[src/rtl/led_blink_arbiter_pkg.sv]
// Shared definitions for the LED blink arbiter: clock default, requester count
// and the service state encoding.
package led_blink_arbiter_pkg;

   localparam int CLK_HZ_DEFAULT = 16368000;
   localparam int N_REQ          = 4;
   localparam int REQ_W          = $clog2(N_REQ);

   typedef enum logic [1:0] {
      IDLE = 2'd0,
      ON   = 2'd1,
      OFF  = 2'd2,
      GAP  = 2'd3
   } state_e;

endpackage

[src/rtl/led_blink_arbiter_tick_gen.sv]
// Timebase prescaler: counts 0..DIV-1 and pulses tick_o for one cycle on the
// wrap count. clr_i restarts the count so the next tick is exactly DIV cycles away.
module led_tick_gen #(
   parameter int DIV = 4
) (
   input  logic clk_diff_to_single,
   input  logic rst_n,
   input  logic clr_i,
   output logic tick_o
);

   localparam int             CW   = (DIV > 2) ? $clog2(DIV) : 1;
   localparam logic [CW-1:0]  LAST = CW'(DIV - 1);

   logic [CW-1:0] cnt_q;

   always_ff @(posedge clk_diff_to_single or negedge rst_n) begin
      if (!rst_n) begin
         cnt_q <= '0;
      end else if (clr_i || (cnt_q == LAST)) begin
         cnt_q <= '0;
      end else begin
         cnt_q <= cnt_q + CW'(1);
      end
   end

   assign tick_o = (cnt_q == LAST);

endmodule

[src/rtl/led_blink_arbiter.sv]
// Round-robin arbiter that grants one requester at a time and blinks the LED
// blink_n times (ON/OFF pairs) followed by a dark GAP before releasing the grant.
module led_blink_arbiter
   import led_blink_arbiter_pkg::*;
#(
   parameter int CLK_HZ  = CLK_HZ_DEFAULT,
   parameter int TICK_HZ = 1000,
   parameter int ON_MS   = 250,
   parameter int OFF_MS  = 250,
   parameter int GAP_MS  = 1000
) (
   input  logic                 clk_diff_to_single,
   input  logic                 rst_n,
   input  logic [N_REQ-1:0]     req,
   input  logic [4*N_REQ-1:0]   blink_n,
   output logic [N_REQ-1:0]     gnt,
   output logic                 busy,
   output logic                 done,
   output logic [REQ_W-1:0]     done_id,
   output logic                 led_h
);

   localparam int DIV    = CLK_HZ / TICK_HZ;
   localparam int PH_MAX = (ON_MS > OFF_MS) ? ((ON_MS > GAP_MS) ? ON_MS : GAP_MS)
                                            : ((OFF_MS > GAP_MS) ? OFF_MS : GAP_MS);
   localparam int PH_W   = $clog2(PH_MAX) + 1;

   localparam logic [PH_W-1:0] ON_LAST  = PH_W'(ON_MS - 1);
   localparam logic [PH_W-1:0] OFF_LAST = PH_W'(OFF_MS - 1);
   localparam logic [PH_W-1:0] GAP_LAST = PH_W'(GAP_MS - 1);

   // Reset asserts asynchronously but is released only after two clock edges.
   logic [1:0] rst_sync_q;
   logic       rst_int_n;

   always_ff @(posedge clk_diff_to_single or negedge rst_n) begin
      if (!rst_n) begin
         rst_sync_q <= '0;
      end else begin
         rst_sync_q <= {rst_sync_q[0], 1'b1};
      end
   end

   assign rst_int_n = rst_sync_q[1];

   state_e              state_q;
   logic [N_REQ-1:0]    gnt_q;
   logic                busy_q;
   logic                led_q;
   logic [REQ_W-1:0]    ptr_q;
   logic [REQ_W-1:0]    winner_q;
   logic [3:0]          rem_q;
   logic [PH_W-1:0]     phase_q;

   logic [3:0]          blink_arr [N_REQ];
   logic                win_found;
   logic [REQ_W-1:0]    win_idx;
   logic [REQ_W-1:0]    cand;
   logic                tick;
   logic                grant;
   logic                phase_end;
   logic [PH_W-1:0]     phase_last;

   genvar gi;
   generate
      for (gi = 0; gi < N_REQ; gi++) begin : g_blink
         assign blink_arr[gi] = blink_n[4*gi +: 4];
      end
   endgenerate

   // Search starts one past the last winner, so the pointer alone breaks ties.
   always_comb begin
      win_found = 1'b0;
      win_idx   = '0;
      cand      = '0;
      for (int k = 1; k <= N_REQ; k++) begin
         cand = ptr_q + REQ_W'(k);
         if (!win_found && req[cand]) begin
            win_found = 1'b1;
            win_idx   = cand;
         end
      end
   end

   assign grant = (state_q == IDLE) && win_found;

   led_tick_gen #(
      .DIV (DIV)
   ) u_tick (
      .clk_diff_to_single (clk_diff_to_single),
      .rst_n              (rst_int_n),
      .clr_i              (grant),
      .tick_o             (tick)
   );

   always_comb begin
      phase_last = ON_LAST;
      case (state_q)
         OFF:     phase_last = OFF_LAST;
         GAP:     phase_last = GAP_LAST;
         default: phase_last = ON_LAST;
      endcase
   end

   assign phase_end = tick && (phase_q == phase_last);

   always_ff @(posedge clk_diff_to_single or negedge rst_int_n) begin
      if (!rst_int_n) begin
         state_q  <= IDLE;
         gnt_q    <= '0;
         busy_q   <= 1'b0;
         led_q    <= 1'b0;
         ptr_q    <= REQ_W'(N_REQ - 1);
         winner_q <= '0;
         rem_q    <= '0;
         phase_q  <= '0;
      end else begin
         case (state_q)
            IDLE: begin
               if (win_found) begin
                  state_q  <= ON;
                  gnt_q    <= N_REQ'(1) << win_idx;
                  busy_q   <= 1'b1;
                  led_q    <= 1'b1;
                  ptr_q    <= win_idx;
                  winner_q <= win_idx;
                  rem_q    <= (blink_arr[win_idx] == 4'd0) ? 4'd1 : blink_arr[win_idx];
                  phase_q  <= '0;
               end
            end
            ON: begin
               if (phase_end) begin
                  state_q <= OFF;
                  led_q   <= 1'b0;
                  phase_q <= '0;
               end else if (tick) begin
                  phase_q <= phase_q + PH_W'(1);
               end
            end
            OFF: begin
               if (phase_end) begin
                  phase_q <= '0;
                  if (rem_q > 4'd1) begin
                     rem_q   <= rem_q - 4'd1;
                     state_q <= ON;
                     led_q   <= 1'b1;
                  end else begin
                     state_q <= GAP;
                  end
               end else if (tick) begin
                  phase_q <= phase_q + PH_W'(1);
               end
            end
            GAP: begin
               if (phase_end) begin
                  state_q <= IDLE;
                  gnt_q   <= '0;
                  busy_q  <= 1'b0;
                  phase_q <= '0;
               end else if (tick) begin
                  phase_q <= phase_q + PH_W'(1);
               end
            end
            default: state_q <= IDLE;
         endcase
      end
   end

   assign gnt     = gnt_q;
   assign busy    = busy_q;
   assign led_h   = led_q;
   assign done    = (state_q == GAP) && phase_end;
   assign done_id = done ? winner_q : '0;

endmodule
[config.mk]
export PLATFORM = sky130hd
export DESIGN_NAME = led_blink_arbiter
export DESIGN_NICKNAME = d
export VERILOG_FILES = /design/src/rtl/led_blink_arbiter_pkg.sv /design/src/rtl/led_blink_arbiter_tick_gen.sv /design/src/rtl/led_blink_arbiter.sv
export SDC_FILE = /design/constraint.sdc
export NUM_CORES = 1
export LEC_CHECK = 0
export ABC_AREA = 1
export ABC_CLOCK_PERIOD_IN_PS = 4900
export CAP_MARGIN = 15
export CORE_MARGIN = 4
export CORE_UTILIZATION = 60
export DETAILED_ROUTE_END_ITERATION = 16
export PLACE_DENSITY = 0.89
export SYNTH_ARGS = -nofsm -noshare
export SYNTH_HDL_FRONTEND = slang
export SYNTH_SLANG_ARGS = --single-unit
[constraint.sdc]
create_clock -name clk_diff_to_single -period 4.9 [get_ports clk_diff_to_single]
set_clock_uncertainty 0.1 [all_clocks]
set_input_delay 0.98 -clock clk_diff_to_single [delete_from_list [all_inputs] [get_ports clk_diff_to_single]]
set_output_delay 0.98 -clock clk_diff_to_single [all_outputs]
set_load 0.01 [all_outputs]
==> flow_summary_export.csv <==
group,metric,value,unit
job,max-cap-violations,0,
place,port_buffers,30,
place,place_area,2940,µm²
critical_path,cp.arrival,2.61,ns
clock_network,cts_resized,0,
clock_network,clkTransAtPathRegs,0.08,ns
logic_synthesis,synth_top_family_by_area,"simple AND/OR/NAND/NOR gates",
sta,tightestPinTransition,0.598,ns
floorplanning,num_rows,23,
logic_synthesis,synth_flop_cell,"sky130_fd_sc_hd__dfrtp_1",
power_and_ir_drop,share_seq_of_total_power,0.509,
logic_synthesis,synthArstFlopShare,1.00,
critical_path,worstSetupEndpointType,"output port",
global_route,gr-total-overflow,0,
floorplanning,design.portCount,31,
run_status,outcome,"finished clean",
finish,antenna_cells_inserted,0,
critical_path,r2r-end,"u_tick.cnt_q[10]",
place,gp_congestion,0.932,
sta,grt_setup_unrepaired,"no",
global_route,antenna_found_initial,0,
logic_synthesis,synth-seq-cells,43,
floorplanning,area_of_the_core_region,4090,µm²
power_and_ir_drop,share_clk_of_total_power,0.272,
clock_network,htree_num_levels,2,
logic_synthesis,synth_cells,360,
finish,multiInputGateArea,1320,µm²
floorplanning,initial_utilization,0.636,
power_and_ir_drop,power.switching_fraction,0.304,
logic_synthesis,synth.avg_cell_area,7.22,µm²
logic_synthesis,synthesis.area,2600,µm²
global_route,grt_pass1_wl,9360,µm
sta,post-route-period-util,0.753,
sta,final_critical_path_setup_slack,1.21,ns
finish,flow.area_growth_from_synthesis,16.1,%
critical_path,worst-r2r-setup-slack,2.48,ns
critical_path,critical_path_peak_fanout,8,
floorplanning,floorplan.die.height,73.8,µm
worst_hold_path,min_path_type,"reg2async",
finish,seq_area,1080,µm²
logic_synthesis,synth_warnings,0,
floorplanning,die-width,73.8,µm
floorplanning,design.die.area,5450,µm²
drt,drt_iter0_drc,218,
power_and_ir_drop,power_report.internal_total,0.551,mW
critical_path,timing.critical_path.to,"done_id[0]",
drt,routed-via-count,2397,
critical_path,crit_required,3.82,ns
logic_synthesis,synth_simple_gate_area_frac,0.386,
power_and_ir_drop,pwr_density_cell,262,nW/µm²
drt,post_drt_via_cell_ratio,5.39,
clock_network,clock_sink_count,43,
sta,timing.final.setup_violations,0,
logic_synthesis,yosys-mux-area-fraction,0,
critical_path,timing.critical_path.from,"u_tick.cnt_q[0]",
power_and_ir_drop,ir_worst_vdd,0.156,mV
sta,maxSlewViolCount,0,
sta,layout_min_cycle_time,3.69,ns
sta,timing.fmax,271,MHz
finish,fin_nets,420,
global_route,maximum_number_of_pins_on_one_net_before_global_route_repair,42,
clock_network,maximum_buffer_depth_of_the_clock_tree,2,
drt,ant_nets,0,
clock_network,tritoncts_clock_tree,"yes",
logic_synthesis,yosysSeqAreaShare,0.415,
power_and_ir_drop,static-leakage-power,1.44,nW
logic_synthesis,synth-xor-area-share,0.00337,
logic_synthesis,synth_adder_area_share,0.0192,
logic_synthesis,syn_nets,386,
critical_path,critPathKind,"reg2out",
drt,dr.pass1.iters,4,
global_route,grt_pass1_vias,2281,
sta,slew_headroom,0.601,
finish,layout.cells.most_common,"sky130_fd_sc_hd__nand2_1",
finish,post_route_cells_drive_above_1_share,0.0861,
power_and_ir_drop,power_switching,0.241,mW
place,hpwl_after_detailed_placement,4120,µm
clock_network,post_cts_buffers,0,
sta,hold_violations,0,
critical_path,timing.rr.start,"ptr_q[0]",
critical_path,worst_setup_path_start_kind,"flip-flop",
drt,wire_length_per_cell_after_detailed_routing,12.0,µm
sta,tns,0,ns
clock_network,tritoncts.num_buffers,5,
clock_network,cts_hold_buf,0,
drt,drcViolationCount,0,
logic_synthesis,yosys.cell_types.count,35,
clock_network,worst_skew_pair.late_latency,0.30,ns
critical_path,ff2ff_path_depth,9,
finish,commonest_non_fill_non_tap_cells_in_the_layout,"108 x sky130_fd_sc_hd__nand2_1, 42 x sky130_fd_sc_hd__inv_1, 41 x sky130_fd_sc_hd__dfrtp_1",
global_route,track_usage,0.224,
drt,drt-total-wl,5350,µm
power_and_ir_drop,post-layout-total-power,0.792,mW
finish,postLayoutCellArea,3020,µm²
finish,filler_cell_count,325,
clock_network,cts_root_buffer,"sky130_fd_sc_hd__clkbuf_8",
logic_synthesis,complex_gate_fraction_of_the_synthesized_area,0.0967,
power_and_ir_drop,p_comb_frac,0.219,
place,dp_slack,1.56,ns
logic_synthesis,synth-edff-count,0,
[worst min path at each step]
stage	startpoint	to	slack [ns]
after floorplan	rst_sync_q[0]	rst_sync_q[1]	0.23
after global placement	rst_sync_q[1]	phase_q[2]	0.22
after detailed placement	rst_sync_q[1]	phase_q[10]	0.22
after CTS	rst_sync_q[1]	phase_q[10]	0.24
after global routing	rst_sync_q[0]	rst_sync_q[1]	0.26
final	rst_sync_q[1]	phase_q[10]	0.21
[layer usage]
layer	track usage	vias to the layer above	part of all wire
met5	0	-	0
met4	0.105	0	0.018
met3	0.0465	8	0.041
met2	0.374	56	0.48
met1	0.275	1088	0.47
li1	-	1245	-
[worst max-delay path, stage by stage, from the launching register on]
cell and delay, ns:
sky130_fd_sc_hd__dfrtp_1 0.38, sky130_fd_sc_hd__ha_1 0.17, sky130_fd_sc_hd__nand2_1 0.07, sky130_fd_sc_hd__nor2_1 0.15, sky130_fd_sc_hd__inv_1 0.11, sky130_fd_sc_hd__nor3_1 0.26, sky130_fd_sc_hd__nand3_1 0.10, sky130_fd_sc_hd__or2_2 0.36
sky130_fd_sc_hd__nor2_1 0.15, sky130_fd_sc_hd__clkdlybuf4s50_1 0.56
[cell families after synthesis]
logic type / count (synthesis)
other: 1
adders and majority gates: 4
xor gates and xnor gates: 1
AOI/OAI and AO/OA: 45
and+or+nand+nor: 217
buffers and inverters: 49
DFF: 43
[power by group through the flow]
| stage | sequential (mW) | clock, mW | combinational (mW) |
|---|---|---|---|
| 2_1_floorplan | 0.408 | 0 | 0.126 |
| 3_3_place_gp | 0.407 | 0 | 0.170 |
| 3_5_place_dp | 0.409 | 0 | 0.174 |
| 4_1_cts | 0.402 | 0.218 | 0.175 |
| 5_1_grt | 0.406 | 0.233 | 0.199 |
| 6_report | 0.403 | 0.216 | 0.173 |
[sequential cells by signal (all words and copies together), names as in the netlist]
signal	count
state_q	2
phase_q	11
busy	1
ptr_q	2
winner_q	2
led_h	1
rst_sync_q	2
gnt	4
rem_q	4
u_tick.cnt_q	14
[per-stage QoR]
stage	util	hold WS (ns)	std cells
2_1_floorplan	-	0.231	360
3_3_place_gp	0.719	0.216	437
3_5_place_dp	0.719	0.225	437
4_1_cts	0.739	0.236	445
5_1_grt	0.739	0.257	445
6_report	0.739	0.207	445
[cells in the mapped netlist (3+ instances only)]
library cell,number,share of area
sky130_fd_sc_hd__nand2_1,108,0.16
sky130_fd_sc_hd__inv_1,42,0.061
sky130_fd_sc_hd__dfrtp_1,41,0.39
sky130_fd_sc_hd__nor2_1,30,0.043
sky130_fd_sc_hd__nand3_1,28,0.054
sky130_fd_sc_hd__o21ai_0,20,0.039
sky130_fd_sc_hd__a21oi_1,18,0.035
sky130_fd_sc_hd__nor3_1,14,0.027
sky130_fd_sc_hd__nand2_2,8,0.019
sky130_fd_sc_hd__nand4_1,5,0.012
sky130_fd_sc_hd__nor4_1,5,0.012
sky130_fd_sc_hd__ha_1,4,0.019
sky130_fd_sc_hd__nor3_2,4,0.015
sky130_fd_sc_hd__nor3b_1,3,0.0087
sky130_fd_sc_hd__or2_2,3,0.0072
[area by class of cell]
class	instances	area share
timing repair buffer	31	0.102
clock buffer	8	0.0265
sequential	43	0.357
tap	50	0.0207
inverter	45	0.0568
multi-input combinational	268	0.437
No activity file was read; power rests on OpenSTA's default activity.
